### src/rtl/rl_ram_1r1w_arb.sv
// Two-requester front end for a 1R1W RAM with a registered (one-cycle) read port.
// The write and read channels each have an independent round-robin arbiter.
// When a read and a write hit the same address in the same cycle, the written
// bytes are forwarded into the read response, so the reader sees the new data.
module rl_ram_1r1w_arb #(
   parameter int ABITS = 10,
   parameter int DBITS = 32,
   localparam int BEBITS = (DBITS + 7) / 8
) (
   input  logic                  clk_i,
   input  logic                  rst_i,
   input  logic [1:0]            wvalid_i,
   output logic [1:0]            wready_o,
   input  logic [2*ABITS-1:0]    waddr_i,
   input  logic [2*DBITS-1:0]    wdata_i,
   input  logic [2*BEBITS-1:0]   wbe_i,
   input  logic [1:0]            rvalid_i,
   output logic [1:0]            rready_o,
   input  logic [2*ABITS-1:0]    raddr_i,
   output logic [1:0]            rsp_valid_o,
   output logic [DBITS-1:0]      rsp_data_o,
   output logic                  ram_we_o,
   output logic [ABITS-1:0]      ram_waddr_o,
   output logic [DBITS-1:0]      ram_din_o,
   output logic [BEBITS-1:0]     ram_be_o,
   output logic [ABITS-1:0]      ram_raddr_o,
   input  logic [DBITS-1:0]      ram_dout_i
);

   logic                w_last;
   logic                r_last;
   logic [1:0]          w_grant;
   logic [1:0]          r_grant;
   logic                w_sel;
   logic                r_sel;
   logic [ABITS-1:0]    w_addr_sel;
   logic [DBITS-1:0]    w_data_sel;
   logic [BEBITS-1:0]   w_be_sel;
   logic [ABITS-1:0]    r_addr_sel;
   logic [ABITS-1:0]    raddr_q;
   logic [1:0]          rsp_valid_q;
   logic                fwd_valid_q;
   logic [DBITS-1:0]    fwd_data_q;
   logic [BEBITS-1:0]   fwd_be_q;
   logic [DBITS-1:0]    fwd_mask;
   logic                collision;

   // A lone requester wins outright; on contention the one not granted last time wins.
   function automatic logic [1:0] rr_pick(input logic [1:0] valid, input logic last);
      if (valid == 2'b11) begin
         return last ? 2'b01 : 2'b10;
      end
      return valid;
   endfunction

   // Grant decode for both channels plus selection of the winning requester's fields.
   always_comb begin
      w_grant = 2'b00;
      r_grant = 2'b00;
      if (!rst_i) begin
         w_grant = rr_pick(wvalid_i, w_last);
         r_grant = rr_pick(rvalid_i, r_last);
      end
      w_sel      = w_grant[1];
      r_sel      = r_grant[1];
      w_addr_sel = w_sel ? waddr_i[ABITS +: ABITS]   : waddr_i[0 +: ABITS];
      w_data_sel = w_sel ? wdata_i[DBITS +: DBITS]   : wdata_i[0 +: DBITS];
      w_be_sel   = w_sel ? wbe_i[BEBITS +: BEBITS]   : wbe_i[0 +: BEBITS];
      r_addr_sel = r_sel ? raddr_i[ABITS +: ABITS]   : raddr_i[0 +: ABITS];
      collision  = (|w_grant) && (|r_grant) && (w_addr_sel == r_addr_sel);
   end

   assign wready_o    = w_grant;
   assign rready_o    = r_grant;
   assign ram_we_o    = |w_grant;
   assign ram_waddr_o = w_addr_sel;
   assign ram_din_o   = w_data_sel;
   assign ram_be_o    = (|w_grant) ? w_be_sel : '0;
   assign ram_raddr_o = (|r_grant) ? r_addr_sel : raddr_q;

   // Arbiter pointers, held read address, response strobe and collision flag.
   always_ff @(posedge clk_i) begin
      if (rst_i) begin
         w_last      <= 1'b1;
         r_last      <= 1'b1;
         raddr_q     <= '0;
         rsp_valid_q <= 2'b00;
         fwd_valid_q <= 1'b0;
      end else begin
         if (|w_grant) begin
            w_last <= w_grant[1];
         end
         if (|r_grant) begin
            r_last  <= r_grant[1];
            raddr_q <= r_addr_sel;
         end
         rsp_valid_q <= r_grant;
         fwd_valid_q <= collision;
      end
   end

   // Capture the colliding write's data and byte enables for next-cycle merging.
   always_ff @(posedge clk_i) begin
      if (collision) begin
         fwd_data_q <= w_data_sel;
         fwd_be_q   <= w_be_sel;
      end
   end

   // Expand byte enables to a bit mask; a partial top lane only covers the bits that exist.
   always_comb begin
      fwd_mask = '0;
      for (int b = 0; b < DBITS; b++) begin
         fwd_mask[b] = fwd_be_q[b / 8];
      end
   end

   // A read in flight is dropped by a reset that arrives before its response cycle.
   assign rsp_valid_o = rsp_valid_q & {2{~rst_i}};
   assign rsp_data_o  = fwd_valid_q ? ((fwd_data_q & fwd_mask) | (ram_dout_i & ~fwd_mask))
                                    : ram_dout_i;

endmodule

### config.mk
export PLATFORM = sky130hd
export DESIGN_NAME = rl_ram_1r1w_arb
export DESIGN_NICKNAME = d
export VERILOG_FILES = /design/src/rtl/rl_ram_1r1w_arb.sv
export SDC_FILE = /design/constraint.sdc
export NUM_CORES = 1
export LEC_CHECK = 0
export CAP_MARGIN = 20
export CORE_ASPECT_RATIO = 2
export CORE_MARGIN = 1.5
export CORE_UTILIZATION = 29
export CTS_CLUSTER_DIAMETER = 200
export DETAILED_ROUTE_END_ITERATION = 7
export PLACE_DENSITY = 0.74
export SETUP_SLACK_MARGIN = 0.3
export SLEW_MARGIN = 20
export SYNTH_ARGS = -nofsm -noshare
export SYNTH_HDL_FRONTEND = slang
export SYNTH_SLANG_ARGS = --single-unit
### constraint.sdc
create_clock -name clk_i -period 4.75 [get_ports clk_i]
set_input_delay 0.95 -clock clk_i [delete_from_list [all_inputs] [get_ports clk_i]]
set_output_delay 0.95 -clock clk_i [all_outputs]
set_load 0.05 [all_outputs]
; Word level (Yosys, flattened, before mapping)
; Cells that the tools add are included.
[word_totals]
inputBits = 150
out_inout_bits = 95
regBits = 51
[op_classes]
reduce_logical = 4
mux = 19
n_eq_ne = 3
n_bitwise = 6
[op_table]
columns = op, count
row1 = 32-bit AND, 2
row2 = 32-bit two-way mux, 2
row3 = 32-bit NOT, 1
row4 = 32-bit bitwise OR, 1
row5 = 10-bit two-way mux, 3
row6 = 2-bit two-way mux, 8
row7 = 10-bit equality test, 1
row8 = 4-bit two-way mux, 2
row9 = "2-bit equality test, second input constant", 2
row10 = 1-bit two-way mux, 4
row11 = 2-bit OR reduction, 2
row12 = 2-bit AND, 1
row13 = 1-bit logical AND, 2
row14 = 1-bit NOT, 1

; Longest topological paths before layout
; Gate-level depths: netlist (run 1).
[logic_depth]
depth_word = 8
mapped_depth = 8
depth_no_buf = 6

; Worst setup path after synthesis (run 1)
; OpenSTA, ideal clock, no wires.
[synth_path]
path_type = input port to flip-flop
start = input port rst_i
end = register fwd_be_q[0], enable pin
t_arrival_ns = 4.660
path_stages = 7
required_time_ns = 4.276
path_slack_ns = -0.384
cell_sequence = buf_4 a211oi_2 buf_6 mux2i_1 xor2_1 nand4b_1 nor3_1
[synth_between]
elab_chain_len = 4
word_cells_on_any_way = 9
cone_classes = eq/ne (1) / mux (4) / reduce/logical (4)
[synth_rtl]
columns = item, line
row1 = from (decl), 11  ; input logic rst_i,
row2 = 2-bit two-way mux (*), 60  ; if (!rst_i) begin
row3 = via rready_o[1], 18  ; output logic [1:0] rready_o,
row4 = 10-bit two-way mux or 2-bit OR reduction (tied branches), "69, 70"
row5 = 10-bit equality test or 1-bit logical AND (tied branches), 70  ; collision = (|w_grant) && (|r_grant) && (w_addr_sel == r_addr_sel);
row6 = 1-bit logical AND (*), 70
row7 = via collision, 46  ; logic collision;
row8 = to (signal assigned), 106  ; fwd_be_q <= w_be_sel;
row9 = to (decl), 44  ; logic [BEBITS-1:0] fwd_be_q;
; The timed path passes the listed nets; every way through them passes the cells marked *.
; A chain may end at the register's enable or synchronous reset.

; Final worst setup path (run 1)
[layout_path]
start = input port rst_i
end = output port ram_be_o[3]
[layout_between]
elab_chain_len = 3
word_cells_on_any_way = 4
cone_classes = mux (3) / reduce/logical (1)
[layout_rtl]
columns = item, line
row1 = 2-bit two-way mux, 60
row2 = 4-bit two-way mux, 68  ; w_be_sel = w_sel ? wbe_i[BEBITS +: BEBITS] : wbe_i[0 +: BEBITS];
row3 = via w_be_sel[3], 38  ; logic [BEBITS-1:0] w_be_sel;
row4 = 4-bit two-way mux, 78  ; assign ram_be_o = (|w_grant) ? w_be_sel : '0;
row5 = to (decl), 25  ; output logic [BEBITS-1:0] ram_be_o,
; The timed path passes the listed nets, and every way through them passes these cells.

==> results of run 1 <==
-- sequential cells by signal, summed over array words and instances (netlist names) --
register     count
r_last           1
raddr_q         10
rsp_valid_q      2
fwd_be_q         4
w_last           1
fwd_data_q      32
fwd_valid_q      1
-- metrics by stage --
stage,hold WS [ns],total power [mW]
floorplan,0.454,0.806
global placement,0.469,1.17
detailed placement,0.476,1.17
CTS,0.485,1.53
global route,0.519,1.56
finish,0.483,1.51
-- cells in the mapped netlist, drive strengths merged (2+ instances only) --
| cell type | number | area share |
|---|---|---|
| mux2i | 10 | 0.036 |
| o21bai | 2 | 0.0052 |
| edfxtp | 36 | 0.38 |
| nand4b | 2 | 0.0061 |
| clkbuf | 6 | 0.0079 |
| xor2 | 8 | 0.024 |
| a211oi | 2 | 0.0070 |
| inv | 4 | 0.0052 |
| nor2 | 2 | 0.0026 |
| nor2b | 13 | 0.028 |
| buf | 7 | 0.015 |
| and2 | 6 | 0.013 |
| o21ai | 12 | 0.021 |
| nand2 | 124 | 0.16 |
| dfxtp | 15 | 0.10 |
| mux2 | 42 | 0.17 |
| nor3 | 2 | 0.0035 |
-- power by group through the flow --
stage | logic, mW | clock network, mW | registers (mW)
finish | 0.672 | 0.348 | 0.488
CTS | 0.678 | 0.362 | 0.488
global route | 0.702 | 0.370 | 0.488
global placement | 0.671 | 0 | 0.498
detailed placement | 0.676 | 0 | 0.498
floorplan | 0.309 | 0 | 0.497
-- final timing paths --
kind	to	slack, ns	start
hold reg to reg	rsp_valid_q[1]$_SDFF_PP0_	0.48	r_last$_SDFFE_PP1N_
hold / removal	rsp_valid_q[1]$_SDFF_PP0_	0.48	r_last$_SDFFE_PP1N_
setup reg to reg	fwd_data_q[6]$_DFFE_PP_	2.05	w_last$_SDFFE_PP1P_
setup / recovery	ram_be_o[3]	0.78	rst_i
-- cell type report --
type,count,area share
repair buffers,251,0.497
multi-input cells,231,0.228
flip-flops and latches,51,0.223
well taps,132,0.0267
clock buffers,7,0.0214
inverters,4,0.00243
clock inverters,1,0.000809
-- cells in the final DEF, fill, tap and decap left out, drive strengths merged --
| cell | instances |
|---|---|
| clkbuf | 7 |
| nor3 | 2 |
| nor2b | 13 |
| nand4b | 2 |
| clkdlybuf4s50 | 186 |
| mux2 | 42 |
| mux2i | 10 |
| nor2 | 2 |
| and2 | 6 |
| a211oi | 2 |
| nor3b | 1 |
| a21oi | 1 |
| buf | 65 |
| nand2 | 124 |
| o21bai | 2 |
| inv | 4 |
| nand2b | 1 |
| clkinv | 1 |
| o21ai | 12 |
| edfxtp | 36 |
| nand3b | 1 |
| xor2 | 8 |
| xnor2 | 1 |
| dfxtp | 15 |
| nand4 | 1 |
-- worst max-delay path, stage by stage --
cell and delay, ns:
clkdlybuf4s50_1 0.59, nand3b_1 0.31, inv_2 0.39, buf_4 0.30
nand2_1 0.07, nand2_1 0.07, and2_1 0.18, buf_12 0.15
-- cell families after synthesis --
logic type             synth area share
buffers and inverters            0.0284
AO/OA/AOI/OAI                    0.0349
flip-flops                        0.482
multiplexers                      0.201
XOR/XNOR                         0.0275
AND/OR/NAND/NOR                   0.226
-- layer usage --
metal,routed length [um],vias to the layer above,track usage,share of wire
met5,0,-,0,0
met4,291,0,0.0735,0.027
met3,919,17,0.0610,0.084
met2,6250,161,0.400,0.57
met1,3440,1404,0.180,0.32
li1,-,1497,-,-
==> summary.md, run 1 <==
| Metric | Value |
|---|---|
| Final WS setup | 0.782 ns |
| Io pins | 245 |
| Final hold violations | 0 |
| Clk slew on worst S/H paths | 0.06 ns |
| Hold_buf cts | 0 |
| Mapped Cells | 299 |
| YS warnings | 0 |
| Setup CP Type | primary input to primary output |
| Number of remaining DRC errors | 0 |
| Critical path fanouts, max | 26 |
| Vias | 3079 |
| # placed instances | 669 |
| Mapped Avg Cell Area | 9.58 um^2 |
| Num CTS Buffers | 5 |
| Total die area | 10500 um^2 |
| Vias in the first global route | 3147 |
| Drt first pass iters | 4 |
| RSZ-0062 raised after global routing | false |
| Clock Power Share | 0.231 |
| Post-CTS Setup Inserts | 0 |
| Maximum buffer depth of the clock tree | 2 |
| NetSw | 497 uW |
| Drt via density | 4.55 |
| Post-synth cell types | 30 |
| Slew headroom | 0.625 |
| Core region area | 9700 um^2 |
| Area Growth Syn to Fin | 116% |
| Final worst path period share | 0.835 |
| Reg2reg path depth | 8 |
| Latest clock arrival within the worst-skew pair | 0.28 ns |
| Clk_skew | 0.00308 ns |
| Status | finished, final reports clean |
| Largest net degree at the start of global routing | 37 |
| Int Pwr | 1.01 mW |
| Crit path time final | 3.97 ns |
| Final cell count without fillers | 677 |
| Worst hold path type | flop to flop |
| All-Layer GR Usage | 0.201 |
| Area taken by flip-flops and latches | 1380 um^2 |
| Worst slew pin tran | 0.561 ns |
| GRT overflow | 0 |
| Initial DRC Count | 101 |
| First-pass GRT wire length | 15.9 mm |
| Antenna violations before repair | 0 |
| Worst Setup End Kind | primary output |
| # rows | 51 |
| CTS H-tree depth | 2 |
| Pwr Density | 244 nW/um^2 |
| Clk sinks | 51 |
| DRT Wirelength | 10.9 mm |
| P_leak | 2.50 nW |
| DP Area | 6050 um^2 |
| Sw Share | 0.329 |
| GP Congestion | 0.817 |
| Post-Syn Nets | 449 |
| Diodes inserted | 0 |
| Sequential share of the synthesized area | 0.482 |
| Worst Hold Depth | 1 |
| Fin nets | 694 |
| Fin area | 6190 um^2 |
| CTS tree | done |
| Async SR Flop Fraction | 0 |
| Fillers | 805 |
| Synthesized cell area | 2870 um^2 |
| Post-Route Setup TNS | 0 ns |
| F_max | 252 MHz |
| Max Cap Violations | 0 |
| Share of cells above drive strength 1 | 0.217 |
| Peak VDD IR | 0.141 mV |
| Multi-input logic area | 1410 um^2 |
| Detail Route Antenna Nets | 0 |
| Die boundary width | 73.3 um |
| Starting density of the core | 0.295 |
| Startpoint Class | primary input |
| PostCTS Resize Cnt | 0 |
| Finished Core Util | 0.638 |
| Chip height | 144 um |
| Buffers added on ports | 244 |
| Post-detail-place hpwl | 9.04 mm |
| Final setup viols | 0 |
| #FFs+latches synth | 51 |
| Drt wl/cell | 16.1 um |
| Root buffer cell | clkbuf_16 |
| Combinational fraction of design power | 0.446 |
| Sequential cell fraction of total power | 0.324 |
| EDFF count, synth | 36 |
| Crit path arrival time | 3.02 ns |
| Placement Setup Slack | 0.694 ns |
| Most common flop cell mapped by yosys | edfxtp_1 |
| Max-slew violation count | 0 |
| Worst Path Required | 3.80 ns |
No activity file was read; power rests on OpenSTA's default activity.
==> run 2, diff against run 1 <==
--- a/config.mk
+++ b/config.mk
@@ -8,10 +8,10 @@
 export CAP_MARGIN = 20
 export CORE_ASPECT_RATIO = 2
 export CORE_MARGIN = 1.5
-export CORE_UTILIZATION = 29
+export CORE_UTILIZATION = 32
 export CTS_CLUSTER_DIAMETER = 200
 export DETAILED_ROUTE_END_ITERATION = 7
-export PLACE_DENSITY = 0.74
+export PLACE_DENSITY = 0.78
 export SETUP_SLACK_MARGIN = 0.3
 export SLEW_MARGIN = 20
 export SYNTH_ARGS = -nofsm -noshare
==> constraint.sdc (replaced) <==
create_clock -name clk_i -period 4 [get_ports clk_i]
set_input_delay 0.8 -clock clk_i [delete_from_list [all_inputs] [get_ports clk_i]]
set_output_delay 0.8 -clock clk_i [all_outputs]
set_load 0.05 [all_outputs]
==> run 2 against run 1 <==
Global-route usage is 2.9 points higher. Utilization is 8.0 points higher. First-iteration DRC count is 6.9% lower. Clock power is 36% higher. Clock skew is 0.0020 ns higher. Flip-flop and latch count stayed put. Largest power group unchanged. Register-to-register slack worse by 0.50 ns. Setup slack worse by 0.35 ns. Combinational power is 19% higher. Hold slack better by 0.028 ns. Routed wire length is 2.7% higher. Critical path type unchanged. Via count is 2.7% higher.
==> summary.md, run 2 (same netlist as run 1, synthesis figures left out) <==
| Metric | Value |
|---|---|
| CTS H-tree depth | 2 (unchanged) |
| Commonest cells after routing, fill and taps aside | clkdlybuf4s50_1, nand2_1, buf_12, mux2_2, edfxtp_1 |
| Crit path arrival time | 2.77 ns (-0.25 ns) |
| Max reg flops | 32 (unchanged) |
| CP max-delay cell | clkdlybuf4s50_1 |
| Worst slew pin tran | 0.542 ns (-0.0192 ns) |
| Final hold violations | 0 (unchanged) |
| Area taken by flip-flops and latches | 1380 um^2 (unchanged) |
| Post-Route Setup TNS | 0 ns (unchanged) |
| Post-detail-place hpwl | 9.26 mm (+2.5%) |
| Drt first pass iters | 4 (unchanged) |
| Sequential cell fraction of total power | 0.312 (-0.012) |
| All-Layer GR Usage | 0.231 (+0.0293) |
| Pwr Density | 299 nW/um^2 (+23%) |
| GRT overflow | 0 (unchanged) |
| Maximum buffer depth of the clock tree | 2 (unchanged) |
| Final WS setup | 0.433 ns (-0.349 ns) |
| Vias in the first global route | 3331 (+5.8%) |
| Worst r2r src | w_last$_SDFFE_PP1P_ |
| Status | finished, final reports clean |
| Num CTS Buffers | 5 (unchanged) |
| Crit path to | rready_o[0] |
| Chip height | 137 um (-4.7%) |
| CP Cell Sequence | clkdlybuf4s50_1 -> buf_4 -> a21oi_1 -> and2_1 -> clkdlybuf4s50_1 |
| CTS tree | done |
| Core region area | 8650 um^2 (-11%) |
| Diodes inserted | 0 (unchanged) |
| F_max | 280 MHz |
| Fin nets | 695 (+0.14%) |
| NetSw | 600 uW (+21%) |
| Sw Share | 0.323 (-0.00633) |
| Setup CP Type | primary input to primary output |
| P_leak | 2.53 nW (+1.3%) |
| Startpoint Class | primary input |
| Drt via density | 4.89 (+7.6%) |
| GP Congestion | 0.854 (+4.5%) |
| Combinational fraction of design power | 0.432 (-0.014) |
| Clk slew on worst S/H paths | 0.07 ns (about the same) |
| Buffers added on ports | 244 (unchanged) |
| Root buffer cell | clkbuf_16 |
| Cell mode on critical path | clkdlybuf4s50_1 |
| Io pins | 245 (unchanged) |
| PostCTS Resize Cnt | 0 (unchanged) |
| # rows | 48 (-5.9%) |
| Post-CTS Setup Inserts | 0 (unchanged) |
| Reg with most FFs | fwd_data_q |
| Clk_skew | 0.00504 ns (+0.00196 ns) |
| Most common cell after layout, fill and taps aside | clkdlybuf4s50_1 |
| Max Cap Violations | 0 (unchanged) |
| Worst Setup SP | rst_i |
| Detail Route Antenna Nets | 0 (unchanged) |
| DRT Wirelength | 11.2 mm (+2.7%) |
| R2r setup slk | 1.55 ns (-0.50 ns) |
| Number of remaining DRC errors | 0 (unchanged) |
| Vias | 3161 (+2.7%) |
| Reg2reg path depth | 8 (unchanged) |
| Share of cells above drive strength 1 | 0.223 (+0.00693) |
| Final worst path period share | 0.892 |
| Starting density of the core | 0.331 (+0.0359) |
| Latest clock arrival within the worst-skew pair | 0.29 ns (about the same) |
| Worst Path Required | 3.20 ns (-0.60 ns) |
| Peak VDD IR | 0.239 mV (+69%) |
| Clock Power Share | 0.256 (+0.025) |
| Max-slew violation count | 0 (unchanged) |
| Total die area | 9570 um^2 (-9.1%) |
| Crit path time final | 3.57 ns |
| Antenna violations before repair | 0 (unchanged) |
| Hold_buf cts | 0 (unchanged) |
| Reg2reg end | fwd_data_q[20]$_DFFE_PP_ |
| Multi-input logic area | 1410 um^2 (unchanged) |
| Critical path fanouts, max | 12 (-54%) |
| Top flop regs | fwd_data_q x32, raddr_q x10, fwd_be_q x4 |
| Worst Setup End Kind | primary output |
| Int Pwr | 1.26 mW (+24%) |
| Area Growth Syn to Fin | 117% |
| Final setup viols | 0 (unchanged) |
| First-pass GRT wire length | 17.0 mm (+6.7%) |
| RSZ-0062 raised after global routing | false |
| Worst hold path type | flop to flop |
| Drt wl/cell | 17.3 um (+7.7%) |
| Slowest stage delay, CP | 0.80 ns (+0.21 ns) |
| Placement Setup Slack | 0.422 ns (-0.272 ns) |
| Slew headroom | 0.638 (+0.0128) |
| Fillers | 653 (-19%) |
| Largest net degree at the start of global routing | 38 (+2.7%) |
| Die boundary width | 69.9 um (-4.6%) |
| Clk sinks | 51 (unchanged) |
| Initial DRC Count | 94 (-6.9%) |
[run 2: cell types whose count changed in the layout (fill, tap and decap cells not counted)]
cell,delta
clkbuf_16,+1
clkdlybuf4s50_1,-1
buf_12,+2
clkbuf_1,-2
clkbuf_8,+1
[run 2: worst min-delay path by stage]
| stage | to | depth (start not counted) | from | slack [ns] |
|---|---|---|---|---|
| detailed placement | rsp_valid_q[1]$_SDFF_PP0_ | 1 | r_last$_SDFFE_PP1N_ | 0.51 |
| global placement | rsp_valid_q[1]$_SDFF_PP0_ | 1 | r_last$_SDFFE_PP1N_ | 0.48 |
| floorplan | rsp_valid_q[1]$_SDFF_PP0_ | 1 | r_last$_SDFFE_PP1N_ | 0.45 |
| CTS | rsp_valid_q[1]$_SDFF_PP0_ | 1 | r_last$_SDFFE_PP1N_ | 0.52 |
| finish | rsp_valid_q[1]$_SDFF_PP0_ | 1 | r_last$_SDFFE_PP1N_ | 0.51 |
| global route | rsp_valid_q[1]$_SDFF_PP0_ | 1 | r_last$_SDFFE_PP1N_ | 0.55 |
[run 2: area by class of cell]
type                    count  area share
repair buffers            252       0.500
multi-input cells         231       0.228
flip-flops and latches     51       0.222
clock buffers               7      0.0264
well taps                 100      0.0201
inverters                   4     0.00242
clock inverters             1    0.000806
[run 2: stage by stage]
step / instance area, um^2 / hold WS [ns] / std cells / util / total power [mW]
2_1_floorplan: 2880 / 0.454 / 299 / - / 0.958
3_3_place_gp: 6040 / 0.480 / 638 / 0.698 / 1.39
3_5_place_dp: 6040 / 0.510 / 638 / 0.698 / 1.40
4_1_cts: 6210 / 0.521 / 646 / 0.718 / 1.87
5_1_grt: 6210 / 0.552 / 646 / 0.718 / 1.92
6_report: 6210 / 0.511 / 646 / 0.718 / 1.86
[run 2: power groups by stage]
stage,clock network [mW],registers [mW],logic (mW)
floorplan,0,0.591,0.368
global placement,0,0.591,0.797
detailed placement,0,0.591,0.806
CTS,0.485,0.580,0.809
global route,0.505,0.580,0.837
finish,0.475,0.580,0.802
[run 2: routing by layer]
| metal | vias to the layer above | part of all wire | GRT usage |
|---|---|---|---|
| met5 | - | 0 | 0 |
| li1 | 1498 | - | - |
| met3 | 23 | 0.074 | 0.0582 |
| met4 | 0 | 0.032 | 0.0833 |
| met2 | 173 | 0.57 | 0.464 |
| met1 | 1467 | 0.32 | 0.218 |
[run 2: critical path: cells and delay by family]
kind            cells  cell delay (ns)
compound gates      1             0.20
buf+inv             3             1.60
simple gates        1             0.17
